`config.mk`:
```
export PLATFORM = sky130hd
export DESIGN_NAME = spart_rx_fifo
export DESIGN_NICKNAME = d
export VERILOG_FILES = /design/src/rtl/spart_rx_fifo.sv
export SDC_FILE = /design/constraint.sdc
export NUM_CORES = 1
export LEC_CHECK = 0
export ABC_CLOCK_PERIOD_IN_PS = 7300
export BUFFER_PORTS_ARGS = -buffer_cell sky130_fd_sc_hd__buf_4
export CAP_MARGIN = 20
export CORE_ASPECT_RATIO = 0.75
export CORE_MARGIN = 2
export CORE_UTILIZATION = 50
export CTS_BUF_LIST = sky130_fd_sc_hd__clkbuf_16
export DETAILED_ROUTE_END_ITERATION = 10
export MAX_ROUTING_LAYER = met4
export PLACE_DENSITY = 0.64
export RECOVER_POWER = 100
export SYNTH_ARGS = -nofsm -noshare
export SYNTH_HDL_FRONTEND = slang
export SYNTH_SLANG_ARGS = --single-unit
export TNS_END_PERCENT = 50
```
`constraint.sdc`:
```
create_clock -name clk -period 7.3 [get_ports clk]
set_input_delay 0.73 -clock clk [delete_from_list [all_inputs] [get_ports clk]]
set_output_delay 0.73 -clock clk [all_outputs]
set_load 0.05 [all_outputs]
```
`src/rtl/spart_rx_fifo.sv`:
```
// Receive-side message buffer after the SPART packing stage: first-word-fall-through
// FIFO of completed messages with a sticky flag for messages dropped while full.
module spart_rx_fifo #(
  parameter int DEPTH = 8,
  parameter int WIDTH = 24,
  localparam int AW = $clog2(DEPTH),
  localparam int CW = AW + 1
) (
  input  logic             clk,
  input  logic             rst_n,
  input  logic             msg_valid,
  input  logic [WIDTH-1:0] msg_data,
  input  logic             rd_en,
  input  logic             clr_ovf,
  output logic [WIDTH-1:0] rd_data,
  output logic             empty,
  output logic             full,
  output logic [CW-1:0]    count,
  output logic             overflow,
  output logic             irq
);

  localparam logic [AW-1:0] PTR_ONE   = AW'(1);
  localparam logic [CW-1:0] CNT_ONE   = CW'(1);
  localparam logic [CW-1:0] CNT_DEPTH = CW'(DEPTH);

  logic [WIDTH-1:0] mem_r [DEPTH];
  logic [AW-1:0]    wp_r;
  logic [AW-1:0]    rp_r;
  logic [CW-1:0]    count_r;
  logic             overflow_r;
  logic             empty_s;
  logic             full_s;
  logic             wr_acc_s;
  logic             rd_acc_s;
  logic             drop_s;

  // Flags come straight from the registered count; a pop at full frees the slot for a same-cycle write.
  always_comb begin
    empty_s  = (count_r == '0);
    full_s   = (count_r == CNT_DEPTH);
    wr_acc_s = msg_valid && (!full_s || rd_en);
    rd_acc_s = rd_en && !empty_s;
    drop_s   = msg_valid && full_s && !rd_en;
  end

  // Message storage, intentionally left unreset.
  always_ff @(posedge clk) begin
    if (wr_acc_s) begin
      mem_r[wp_r] <= msg_data;
    end
  end

  // Pointers, occupancy and sticky overflow.
  always_ff @(posedge clk or negedge rst_n) begin
    if (!rst_n) begin
      wp_r       <= '0;
      rp_r       <= '0;
      count_r    <= '0;
      overflow_r <= 1'b0;
    end else begin
      if (wr_acc_s) begin
        wp_r <= wp_r + PTR_ONE;
      end
      if (rd_acc_s) begin
        rp_r <= rp_r + PTR_ONE;
      end
      case ({wr_acc_s, rd_acc_s})
        2'b10:   count_r <= count_r + CNT_ONE;
        2'b01:   count_r <= count_r - CNT_ONE;
        default: count_r <= count_r;
      endcase
      // A drop in the same cycle as a clear keeps the flag set.
      if (drop_s) begin
        overflow_r <= 1'b1;
      end else if (clr_ovf) begin
        overflow_r <= 1'b0;
      end
    end
  end

  // Output mapping; head entry reads as zero when nothing is stored.
  always_comb begin
    if (empty_s) begin
      rd_data = '0;
    end else begin
      rd_data = mem_r[rp_r];
    end
    empty    = empty_s;
    full     = full_s;
    count    = count_r;
    overflow = overflow_r;
    irq      = !empty_s;
  end

endmodule

```
==> summary.txt <==
Status - finished, violations left
Failing checks - max-capacitance violations, max-slew violations
Port bufs - 60
Cell row count - 39
Layout Skew - 0.00876 ns
HP Class - input port to asynchronous set/reset pin
RD Place Congestion - 0.713
Fmax - 0.200 GHz
P per Cell Area - 457 mW/mm2
Comb power frac - 36.5%
Via count - 3,754
Count of cell types in the netlist - 32
CTS Buf Count - 20
Seq/Total Area, Yosys - 76.4%
Post-synth top flop - edfxtp_1
CTS Hold Bufs - 0
Actual slew at the worst max-slew pin - 2.13 ns
Grt ovf - 0
Die width - 149 um
Reg2reg start - rp_r[1]$_DFFE_PN0P_
PnR Total Power - 0.00414 W
Internal - 0.00260 W
Nets - 481
Post-synthesis async set-or-reset flop share - 5.42%
Mux share of post-synthesis cell area - 17.0%
Largest net degree at the start of global routing - 51
Leakage power - 2.99 nW
DR vias/cell - 5.64
Crit. End Element - output port
WL/cell - 21.9 um
NetSw - 0.00154 W
Commonest non-fill, non-tap cell in the layout - edfxtp_1
Die Area - 0.0169 mm2
Critical Path Start Type - flop
Antenna diodes - 0
Largest fanout on the critical path - 32
Post-synthesis compound-gate area fraction - 0.569%
Post-synthesis adder-cell area fraction - 0.791%
Number of setup violations in the final report - 0
Sequential Power Share - 38.6%
Synth warn - 0
Arr. time, crit path - 4.27 ns
CTS tree - done
WP data required - 6.57 ns
Period utilisation layout - 68.6%
Synth Area in XOR/XNOR - 0.997%
Syn Nets - 402
Post-Synthesis Cells - 368
Most frequent cells in the layout - edfxtp_1 (192), clkbuf_1 (69), mux4_2 (48)
VDD IR max - 333 uV
DRC - 0
Layout cell share with drive strength beyond 1 - 18.7%
Clock transition at the registers of the reported paths - 0.06 ns
R2R setup slack - 3.93 ns
Number of DRC markers in iteration 0 - 184
Avg Inst Size Synth - 21.5 um2
First-pass GRT wire length - 22,800 um
Max transition margin - -42.1%
Synthesis-stage register bit count - 203
Post-synth EDFFs - 192
Crit path time final - 5.00 ns
Layout area overhead - 14.5%
Vias in the first global route - 3,914
Final hold vios - 0
Deepest clock path buffer count - 3
Initial antenna violation count - 0
RSZ-0062 raised after global routing - false
DRT Pass-1 Iters - 4
Reg2Reg Depth - 3
Sw Share - 37.2%
Synth Area in Simple Gates - 2.85%
Largest family of logic cells by synthesized area - multiplexers
Clk root buf - clkbuf_16
DP Cell Count - 629
Max-slew violation count - 102
Post-CTS setup buffers - 0
H-tree Lvls - 1
Resize count post-CTS - 0
Final ANT Viol Nets - 0
I/O pin cnt - 61
Clk Latency, worst-skew pair - 0.48 ns
Post-route setup TNS - 0 ns
Initial Util - 51.5%
Reg2reg end - rp_r[1]$_DFFE_PN0P_
Clock sinks - 203
Part of the power in the clock network - 24.8%
Die Y - 113 um
Max cap viols - 4
Crit Path Category - flop to output port
Core area - 0.0154 mm2
Synth Cell Area - 0.00791 mm2
Finished Layout Cells - 666
Final WL - 14,600 um
All-layer global routing usage - 18.8%
HPWL after DPL - 8190 um
## kinds of logic after synthesis
| family | count (synthesis) |
|---|---|
| AOI/OAI and AO/OA | 6 |
| xor gates and xnor gates | 9 |
| adders and majority gates | 5 |
| buffers and inverters | 22 |
| DFF | 203 |
| muxes | 74 |
| and+or+nand+nor | 49 |
## power by group through the flow
stage | Sequential (W) | Clock (W) | Combinational [W]
floorplan | 0.00159 | 0 | 0.00121
global placement | 0.00169 | 0 | 0.00157
detailed placement | 0.00169 | 0 | 0.00158
CTS | 0.00167 | 0.00105 | 0.00159
global route | 0.00162 | 0.00110 | 0.00161
finish | 0.00160 | 0.00103 | 0.00151
## flip-flops by register name (all words and copies together) (netlist names)
| name | count |
|---|---|
| count | 4 |
| mem_r | 192 |
| wp_r | 3 |
| overflow | 1 |
| rp_r | 3 |
## cell type report
class	count	area (um2)
Tap cell	205	256
Sequential cell	203	6040
Fill cell	1181	6310
Multi-Input combinational cell	143	1760
Clock buffer	21	526
Clock inverter	15	140
Inverter	5	18.8
Timing Repair Buffer	74	317
## critical path, cell delays in order, from the launching register on
cell and delay, ns:
dfrtp_1 0.89, clkbuf_1 1.58, mux4_2 0.50, mux2i_1 0.08, nor2_1 0.19, clkbuf_1 0.51
## worst max-delay path by stage
stage | startpoint | to | cells past startpoint
6_report | rp_r[1]$_DFFE_PN0P_ | rd_data[15] | 5
5_1_grt | rp_r[1]$_DFFE_PN0P_ | rd_data[18] | 5
4_1_cts | rp_r[0]$_DFFE_PN0P_ | rd_data[18] | 4
3_5_place_dp | rp_r[0]$_DFFE_PN0P_ | rd_data[13] | 4
3_3_place_gp | rp_r[0]$_DFFE_PN0P_ | rd_data[18] | 4
2_1_floorplan | count[1]$_DFFE_PN0P_ | mem_r[0][0]$_DFFE_PP_ | 4
## cell usage after synthesis (all sizes together), types with 2 or more instances
library cell,n,area [um2]
edfxtp,192,5770
mux2,2,26.3
clkbuf,5,18.8
mux2i,24,240
xor2,5,43.8
a21oi,2,10.0
nand2b,3,18.8
nor3,4,20.0
dfrtp,11,275
nand2,7,26.3
nor2,29,109
xnor2,4,35.0
ha,5,62.6
inv,4,15.0
mux4,48,1080
buf,12,72.6
## stage by stage
step	util (%)	hold slack (ns)	setup WS, ns	instance area, um2
2_1_floorplan	-	0.434	3.31	7910
3_3_place_gp	56.4	0.496	4.27	8660
3_5_place_dp	56.4	0.501	4.25	8660
4_1_cts	60.7	0.0522	3.71	9330
5_1_grt	58.9	0.251	2.05	9060
6_report	58.9	0.221	2.30	9060
## metal layers
metal	GRT usage [%]	up-vias	wire [um]
li1	-	1657	-
met1	25.8	2000	6480
met2	30.3	76	7250
met3	3.10	21	629
met4	4.38	0	251
met5	-	-	0
No activity file was read; power rests on OpenSTA's default activity.
